File: src/rtl/lsu_mem_ctrl_pkg.sv
// Shared definitions for the load/store controller: RV32I funct3 codes,
// dram access-size encodings, trap cause codes and FSM state encodings.
package lsu_mem_ctrl_pkg;

  localparam logic [2:0] F3_LB  = 3'b000;
  localparam logic [2:0] F3_LH  = 3'b001;
  localparam logic [2:0] F3_LW  = 3'b010;
  localparam logic [2:0] F3_LBU = 3'b100;
  localparam logic [2:0] F3_LHU = 3'b101;

  localparam logic [1:0] W_B = 2'd0;
  localparam logic [1:0] W_H = 2'd1;
  localparam logic [1:0] W_W = 2'd2;

  localparam logic [3:0] EXC_LD_MISALIGN = 4'd4;
  localparam logic [3:0] EXC_ST_MISALIGN = 4'd6;

  typedef enum logic [1:0] {
    ST_IDLE  = 2'd0,
    ST_ISSUE = 2'd1,
    ST_DATA  = 2'd2,
    ST_EXC   = 2'd3
  } lsu_state_e;

  // Access size from funct3; any code outside the legal set for the
  // direction (loads 0/1/2/4/5, stores 0/1/2) is handled as a word.
  function automatic logic [1:0] access_size(input logic we, input logic [2:0] f3);
    logic [1:0] sz;
    case (f3)
      F3_LB:   sz = W_B;
      F3_LH:   sz = W_H;
      F3_LW:   sz = W_W;
      F3_LBU:  sz = we ? W_W : W_B;
      F3_LHU:  sz = we ? W_W : W_H;
      default: sz = W_W;
    endcase
    return sz;
  endfunction

endpackage

File: src/rtl/lsu_mem_ctrl_load_extend.sv
// Combinational load-data extension: selects and sign/zero-extends the
// low byte/halfword of the dram read word according to the load funct3.
// Kept standalone so the writeback path can reuse it.
module lsu_mem_ctrl_load_extend
  import lsu_mem_ctrl_pkg::*;
#(
  parameter int XLEN = 32
) (
  input  logic [2:0]      funct3,
  input  logic [XLEN-1:0] rdo,
  output logic [XLEN-1:0] data
);

  // Extension select; unlisted codes pass the full word through
  always_comb begin
    data = rdo;
    case (funct3)
      F3_LB:   data = {{(XLEN-8){rdo[7]}}, rdo[7:0]};
      F3_LBU:  data = {{(XLEN-8){1'b0}}, rdo[7:0]};
      F3_LH:   data = {{(XLEN-16){rdo[15]}}, rdo[15:0]};
      F3_LHU:  data = {{(XLEN-16){1'b0}}, rdo[15:0]};
      default: data = rdo;
    endcase
  end

endmodule

File: src/rtl/lsu_mem_ctrl.sv
// Load/store controller between the MEM stage and the byte-addressed data
// RAM. One request in flight: IDLE -> ISSUE -> (load) DATA -> IDLE, stores
// finish in ISSUE. Define LSU_MISALIGN_TRAP_EN to trap misaligned halfword
// and word accesses (IDLE -> EXC -> IDLE, no dram access); otherwise the
// exc_* outputs are tied low and the dram handles any alignment.
module lsu_mem_ctrl
  import lsu_mem_ctrl_pkg::*;
#(
  parameter int XLEN  = 32,
  parameter int TAG_W = 5
) (
  input  logic             clk,
  input  logic             rst,
  input  logic             req_valid,
  output logic             req_ready,
  input  logic             req_we,
  input  logic [2:0]       req_funct3,
  input  logic [XLEN-1:0]  req_addr,
  input  logic [XLEN-1:0]  req_wdata,
  input  logic [TAG_W-1:0] req_tag,
  input  logic             flush,
  output logic [XLEN-1:0]  dram_adr,
  output logic [1:0]       dram_op,
  output logic             dram_we,
  output logic [XLEN-1:0]  dram_wdin,
  input  logic [XLEN-1:0]  dram_rdo,
  output logic             resp_valid,
  output logic             resp_load,
  output logic [XLEN-1:0]  resp_data,
  output logic [TAG_W-1:0] resp_tag,
  output logic             exc_valid,
  output logic [3:0]       exc_cause,
  output logic [XLEN-1:0]  exc_tval
);

  lsu_state_e       state, state_nx;
  logic             we_q;
  logic [2:0]       f3_q;
  logic [XLEN-1:0]  addr_q;
  logic [XLEN-1:0]  wdata_q;
  logic [TAG_W-1:0] tag_q;
  logic             accept;
  logic             misalign;
  logic [1:0]       size_q;
  logic [XLEN-1:0]  ext_data;

  assign accept = req_valid & req_ready & ~flush;
  assign size_q = access_size(we_q, f3_q);

`ifdef LSU_MISALIGN_TRAP_EN
  logic [1:0] req_size;
  assign req_size = access_size(req_we, req_funct3);
  assign misalign = ((req_size == W_H) && req_addr[0]) ||
                    ((req_size == W_W) && (req_addr[1:0] != 2'b00));
`else
  assign misalign = 1'b0;
`endif

  lsu_mem_ctrl_load_extend #(.XLEN(XLEN)) u_load_extend (
    .funct3 (f3_q),
    .rdo    (dram_rdo),
    .data   (ext_data)
  );

  // State register and held request; request fields latch on accept only
  always_ff @(posedge clk or posedge rst) begin
    if (rst) begin
      state   <= ST_IDLE;
      we_q    <= 1'b0;
      f3_q    <= 3'b000;
      addr_q  <= '0;
      wdata_q <= '0;
      tag_q   <= '0;
    end else begin
      state <= state_nx;
      if (accept) begin
        we_q    <= req_we;
        f3_q    <= req_funct3;
        addr_q  <= req_addr;
        wdata_q <= req_wdata;
        tag_q   <= req_tag;
      end
    end
  end

  // Next state and all outputs decoded from state; flush gates every pulse
  always_comb begin
    state_nx   = state;
    req_ready  = (state == ST_IDLE);
    dram_adr   = '0;
    dram_op    = 2'b00;
    dram_we    = 1'b0;
    dram_wdin  = '0;
    resp_valid = 1'b0;
    resp_load  = 1'b0;
    resp_data  = '0;
    resp_tag   = '0;
    exc_valid  = 1'b0;
    exc_cause  = 4'd0;
    exc_tval   = '0;
    case (state)
      ST_IDLE: begin
        if (accept) state_nx = misalign ? ST_EXC : ST_ISSUE;
      end
      ST_ISSUE: begin
        dram_adr  = addr_q;
        dram_op   = size_q;
        dram_we   = we_q & ~flush;
        dram_wdin = wdata_q;
        if (we_q && !flush) resp_valid = 1'b1;
        state_nx = (we_q || flush) ? ST_IDLE : ST_DATA;
      end
      ST_DATA: begin
        if (!flush) begin
          resp_valid = 1'b1;
          resp_load  = 1'b1;
          resp_data  = ext_data;
          resp_tag   = tag_q;
        end
        state_nx = ST_IDLE;
      end
      ST_EXC: begin
`ifdef LSU_MISALIGN_TRAP_EN
        if (!flush) begin
          exc_valid = 1'b1;
          exc_cause = we_q ? EXC_ST_MISALIGN : EXC_LD_MISALIGN;
          exc_tval  = addr_q;
        end
`endif
        state_nx = ST_IDLE;
      end
      default: state_nx = ST_IDLE;
    endcase
  end

endmodule

File: config.mk
export PLATFORM = sky130hd
export DESIGN_NAME = lsu_mem_ctrl
export DESIGN_NICKNAME = d
export VERILOG_FILES = /design/src/rtl/lsu_mem_ctrl_pkg.sv /design/src/rtl/lsu_mem_ctrl_load_extend.sv /design/src/rtl/lsu_mem_ctrl.sv
export SDC_FILE = /design/constraint.sdc
export NUM_CORES = 1
export LEC_CHECK = 0
export CAP_MARGIN = 20
export CORE_MARGIN = 3
export CORE_UTILIZATION = 35
export DETAILED_ROUTE_END_ITERATION = 16
export GPL_ROUTABILITY_DRIVEN = 0
export PLACE_DENSITY = 0.76
export SETUP_SLACK_MARGIN = 0.05
export SLEW_MARGIN = 20
export SYNTH_ARGS = -nofsm -noshare
export SYNTH_HDL_FRONTEND = slang
export SYNTH_SLANG_ARGS = --single-unit
File: constraint.sdc
create_clock -name clk -period 3 [get_ports clk]
set_clock_uncertainty 0.1 [all_clocks]
set_input_delay 0.9 -clock clk [delete_from_list [all_inputs] [get_ports clk]]
set_output_delay 0.9 -clock clk [all_outputs]
set_load 0.05 [all_outputs]
After elaboration in Yosys (flattened, before gate mapping):

Index checks and enable logic that the tools add are counted.

* add/subtract/negate cells: 0
* $mul: 0
* divide/modulo/power cells: 0
* $lt $le $gt $ge: 0
* equal/unequal tests: 7
* shifts and indexed selects: 0
* multiplexer cells: 19
* bitwise gates (word level): 4
* reductions and logical operators: 6

Operator list (count)
* 2-to-1 mux 32 bit: 4
* one-hot mux 32 bit (4 select lines): 1
* 2-to-1 mux 2 bit: 5
* 2-to-1 mux 5 bit: 2
* one-hot mux 2 bit (4 select lines): 1
* equality test 3 bit, second input constant: 2
* one-hot mux 2 bit (3 select lines): 1
* equality test 2 bit, second input constant: 2
* 2-to-1 mux 1 bit: 4
* bitwise AND 1 bit: 3
* equality test 3 x 1 -> 1 bit, second input constant: 1
* logical NOT 3 bit: 1
* equality test 2 x 1 -> 1 bit, second input constant: 1
* logical NOT 2 bit: 1
* inequality test 2 x 1 -> 1 bit, second input constant: 1
* one-hot mux 1 bit (2 select lines): 1
* OR reduction 2 bit: 1
* logical AND 1 bit: 1
* logical NOT 1 bit: 1
* logical OR 1 bit: 1
* NOT 1 bit: 1

* register bits: 75
* latch bits: 0
* memory bits (writable): 0
* memory bits (read-only): 0
* bits of input ports: 109
* output and inout bits: 144
* logic and storage cells: 42
* memories: 0

Logic depth before layout (Yosys ltp):

* depth after elaboration: 5
* depth in mapped cells: 7

Modules after synthesis:

From an unflattened synthesis, not the netlist that was laid out.

* cells, all modules: 394
* area total of the unflattened synthesis: 4574.4 µm²

By module, submodules not included
* lsu_mem_ctrl: times used 1, cells each 327, area an instance 4219.0 µm², seq. area each 1876.8 µm²
* lsu_mem_ctrl_load_extend: times used 1, cells each 67, area an instance 355.3 µm², seq. area each 0.0 µm²

Worst setup path before layout:

No wires, ideal clock.

* kind: input port to output port
* from: in flush
* to: out resp_data[21]
* arrival: 2339 ps
* setup slack: -339 ps
* stages on the path: 4
* path through: nand2b_1 -> a221o_1 -> buf_2 -> a21oi_1

* longest elaborated chain between the ends: 2

Ends and longest elaborated chain
* from (decl): RTL line lsu_mem_ctrl.sv:21 `input logic flush,`
* 2-to-1 mux 32 bit: RTL line lsu_mem_ctrl.sv:114 `if (!flush) begin`
* 2-to-1 mux 32 bit: RTL line lsu_mem_ctrl.sv:101 `case (state)`
* to (decl): RTL line lsu_mem_ctrl.sv:29 `output logic [XLEN-1:0] resp_data,`

Every way passes these cells.

Worst setup path in the final report:

* from: in flush
* to: out resp_data[20]

Same word-level chain as after synthesis.

==> results.md <==
* Sequential-to-total area share from yosys stat at 0.4343
* Hold WC Path Type: register to register
* Initial Util at 0.3675
* Share of layout cells above drive strength 1 at 0.4350
* Register-to-register path setup slack at 1020 ps
* Fmax at between 300 and 400 MHz
* First-pass iteration count of the detailed router at 4
* Worst setup path startpoint: flush
* Number of top-level pins at 253
* Length of routed wiring on met1 at roughly 4600 µm
* Unrepaired setup endpoints after global routing: true
* Synthesized area per cell at 12.35 µm²
* Clock buffer count from CTS at 9
* Final Hold Violating Endpoints at 0
* Final Core Density at 0.6910
* Uppermost signal routing layer after detailed routing: met4
* Final critical-path share of the clock period at 1.007
* Synthesized cell area at 4322 µm²
* Clock tree from TritonCTS: done
* Cell with the largest stage delay on the worst path: sky130_fd_sc_hd__a221o_2
* Layout overhead on the synthesized area at 88.04%
* Design area at 8127 µm²
* Port buffer count at 215
* Ys Warns at 0
* Grt total ovfl at 0
* Y dimension of the die at 117.1 µm
* Vias in the first global route at 3573
* Number of levels in the clock H-tree at 3
* Routed wl met2 at 7013 µm
* Count of inserted antenna diode cells at 0
* Detailed-route via count at 3276
* Vias per inst at 4.421
* Met3 WL at 1046 µm
* Number of rows in the core area at 39
* Flops & latches, synth at 75
* Antenna violations before repair at 0
* Lkg Pwr at 3.763 nW
* Count of maximum capacitance violations at 0
* Worst skew pair latency at ~320 ps
* Routed Wire Length at between 10000 and 15000 µm
* Headroom to the max-slew limit at 0.6294
* PwrDens at ~1200 nW/µm²
* Largest net degree at the start of global routing at 76
* Worst path arrival time at just over 2000 ps
* Final setup violating endpoints at 9
* DRC at 0
* Violations in the final reports: setup timing
* Die X-Extent at ~120 µm
* Number of buffers inserted for hold repair after clock tree synthesis at 0
* Clock Tree Buf Depth at 2
* Crit. End Element: output port
* Setup crit end: resp_data[20]
* Required time at the endpoint of the critical path at ~2000 ps
* Wire length of the first global-routing pass at 19540 µm
* Setup WS post-layout at -22.46 ps
* R2R depth at 6
* Maximum single-stage delay on the critical path at 390 ps
* Core area at 11760 µm²
* CP Class: input port to output port
* Most numerous cell on the critical path: sky130_fd_sc_hd__buf_8
* Total number of clock tree sinks at 75
* Final Slew Violations at 0
* Wire per inst at 17.27 µm
* Area post-placement at roughly 7700 µm²
* Launch instance of the worst register-to-register path: state[1]$_DFFE_PP0P_
* Unique masters post-synth at 24
* CP max FO at 5
* Buffer type at the clock tree root: sky130_fd_sc_hd__clkbuf_16
* Worst Max-Slew Pin Slew at 555.0 ps
* Clock slew seen by the registers of the worst setup and hold paths at approximately 60 ps
* CP Launch Type: input port
* Worst IR Drop VDD at 0.7298 mV
* Die Outline Area at about 14000 µm²
* Mapped Cells at between 300 and 400
* Count of nets after finishing at a little under 700
* Setup TNS after final layout at -133.1 ps
* List of cells traversed by the critical path: buf_8, nand2b_4, a221o_2, buf_8, a21oi_4, buf_12
* Run status: finished with violations
* Reg-to-Reg End: addr_q[26]$_DFFE_PP0P_
* Number of DRC violations after detailed-routing iteration 0 at 94
* Min Clock Period, post-route at between 3000 and 4000 ps
* Total routing resource utilization after global routing at 0.1860
* Post-DP HPWL at 9627 µm
* Residual antenna-violating net count after detailed routing at 0
## kinds of logic (layout without fill, tap and decap cells)
| group | Yosys count | count (layout) | share of synthesized area |
|---|---|---|---|
| fa+ha+maj | 4 | 4 | 0.01158 |
| simple gates | 87 | 87 | 0.1283 |
| flops | 75 | 75 | 0.4343 |
| buf+inv | 78 | 269 | 0.1291 |
| mux | 74 | 74 | 0.2536 |
| other cells | 1 | 37 | 0.0008677 |
| compound gates | 31 | 31 | 0.04227 |
## metal layers
metal	GRT usage	up-vias
met5	0	-
met4	0.05352	0
met3	0.05604	14
met2	0.3349	155
met1	0.2132	1602
li1	-	1505
## synth_stat cells
library cell | number | area, µm²
sky130_fd_sc_hd__and2_1 | 77 | 481.7
sky130_fd_sc_hd__dfrtp_1 | 75 | 1877
sky130_fd_sc_hd__mux2_4 | 70 | 1051
sky130_fd_sc_hd__buf_4 | 38 | 285.3
sky130_fd_sc_hd__inv_1 | 21 | 78.83
sky130_fd_sc_hd__a21oi_1 | 18 | 90.09
sky130_fd_sc_hd__clkbuf_1 | 9 | 33.78
sky130_fd_sc_hd__o21a_1 | 9 | 67.56
sky130_fd_sc_hd__buf_12 | 7 | 140.1
sky130_fd_sc_hd__ha_1 | 4 | 50.05
sky130_fd_sc_hd__mux2_2 | 4 | 45.04
sky130_fd_sc_hd__nand2b_1 | 3 | 18.77
sky130_fd_sc_hd__o21ai_0 | 3 | 15.01
sky130_fd_sc_hd__nor2b_1 | 2 | 12.51
sky130_fd_sc_hd__a221o_1 | 1 | 10.01
sky130_fd_sc_hd__and3_1 | 1 | 6.260
sky130_fd_sc_hd__and3b_1 | 1 | 8.760
sky130_fd_sc_hd__buf_2 | 1 | 5.000
sky130_fd_sc_hd__buf_6 | 1 | 11.26
sky130_fd_sc_hd__clkinv_1 | 1 | 3.750
sky130_fd_sc_hd__conb_1 | 1 | 3.750
sky130_fd_sc_hd__nor2_4 | 1 | 11.26
sky130_fd_sc_hd__nor4b_1 | 1 | 8.760
sky130_fd_sc_hd__or3_1 | 1 | 6.260
## worst min-delay path by stage
stage	from	endpoint	depth (start not counted)
6_report	addr_q[30]$_DFFE_PP0P_	addr_q[30]$_DFFE_PP0P_	1
3_5_place_dp	addr_q[12]$_DFFE_PP0P_	addr_q[12]$_DFFE_PP0P_	1
2_1_floorplan	addr_q[30]$_DFFE_PP0P_	addr_q[30]$_DFFE_PP0P_	1
5_1_grt	addr_q[30]$_DFFE_PP0P_	addr_q[30]$_DFFE_PP0P_	1
4_1_cts	addr_q[30]$_DFFE_PP0P_	addr_q[30]$_DFFE_PP0P_	1
3_3_place_gp	wdata_q[1]$_DFFE_PP0P_	wdata_q[1]$_DFFE_PP0P_	1
## report_power, final
group          total [W]  switching [W]  internal, W
clock            0.00110       0.000411     0.000689
sequential       0.00182       0.000294      0.00153
combinational    0.00643        0.00326      0.00317
## cell usage in the layout, fill, tap and decap left out, types with 3 or more instances in the layout
master / instances
sky130_fd_sc_hd__clkbuf_16: 10
sky130_fd_sc_hd__o21ai_0: 3
sky130_fd_sc_hd__mux2_2: 4
sky130_fd_sc_hd__and2_1: 64
sky130_fd_sc_hd__a21oi_4: 15
sky130_fd_sc_hd__and2_4: 8
sky130_fd_sc_hd__buf_4: 9
sky130_fd_sc_hd__mux2_4: 70
sky130_fd_sc_hd__and2_2: 5
sky130_fd_sc_hd__inv_1: 19
sky130_fd_sc_hd__o21a_1: 8
sky130_fd_sc_hd__a21oi_1: 3
sky130_fd_sc_hd__buf_12: 111
sky130_fd_sc_hd__clkdlybuf4s50_1: 105
sky130_fd_sc_hd__clkinv_2: 3
sky130_fd_sc_hd__conb_1: 37
sky130_fd_sc_hd__dfrtp_1: 75
## timing repair
item,in CTS,in global routing
resized for setup,33,13
gates cloned,1,0
pin swaps,1,0
buffers inserted,0,1
endpoints found under the setup margin,40,17
## flip-flops by register name, indices dropped and copies added (netlist names)
name,flops
state,2
wdata_q,32
f3_q,3
addr_q,32
we_q,1
tag_q,5
## critical path: cells and delay by family
family / cells / cell delay, ps
and+or+nand+nor: 1 / 130
buffers and inverters: 3 / 430
AOI/OAI and AO/OA: 2 / 540
## stage by stage
step	hold slack (ps)	setup WS, ps	total power, W	instances
after floorplan	371.3	-169.7	0.005395	386
after global placement	382.2	-439.7	0.008138	723
after detailed placement	384.8	-466.0	0.008231	723
after CTS	402.7	-24.36	0.009423	740
after global routing	406.9	-47.12	0.009749	741
final	400.2	-22.46	0.009350	741
## area by class of cell
cell class,instances,area [µm²]
fillers,798,3633
repair buffers,231,3418
multi-input cells,233,2237
flip-flops and latches,75,1877
clock buffers,12,256.5
well taps,164,205.2
inverters,22,83.83
clock inverters,4,48.80
No activity file was read; power rests on OpenSTA's default activity.
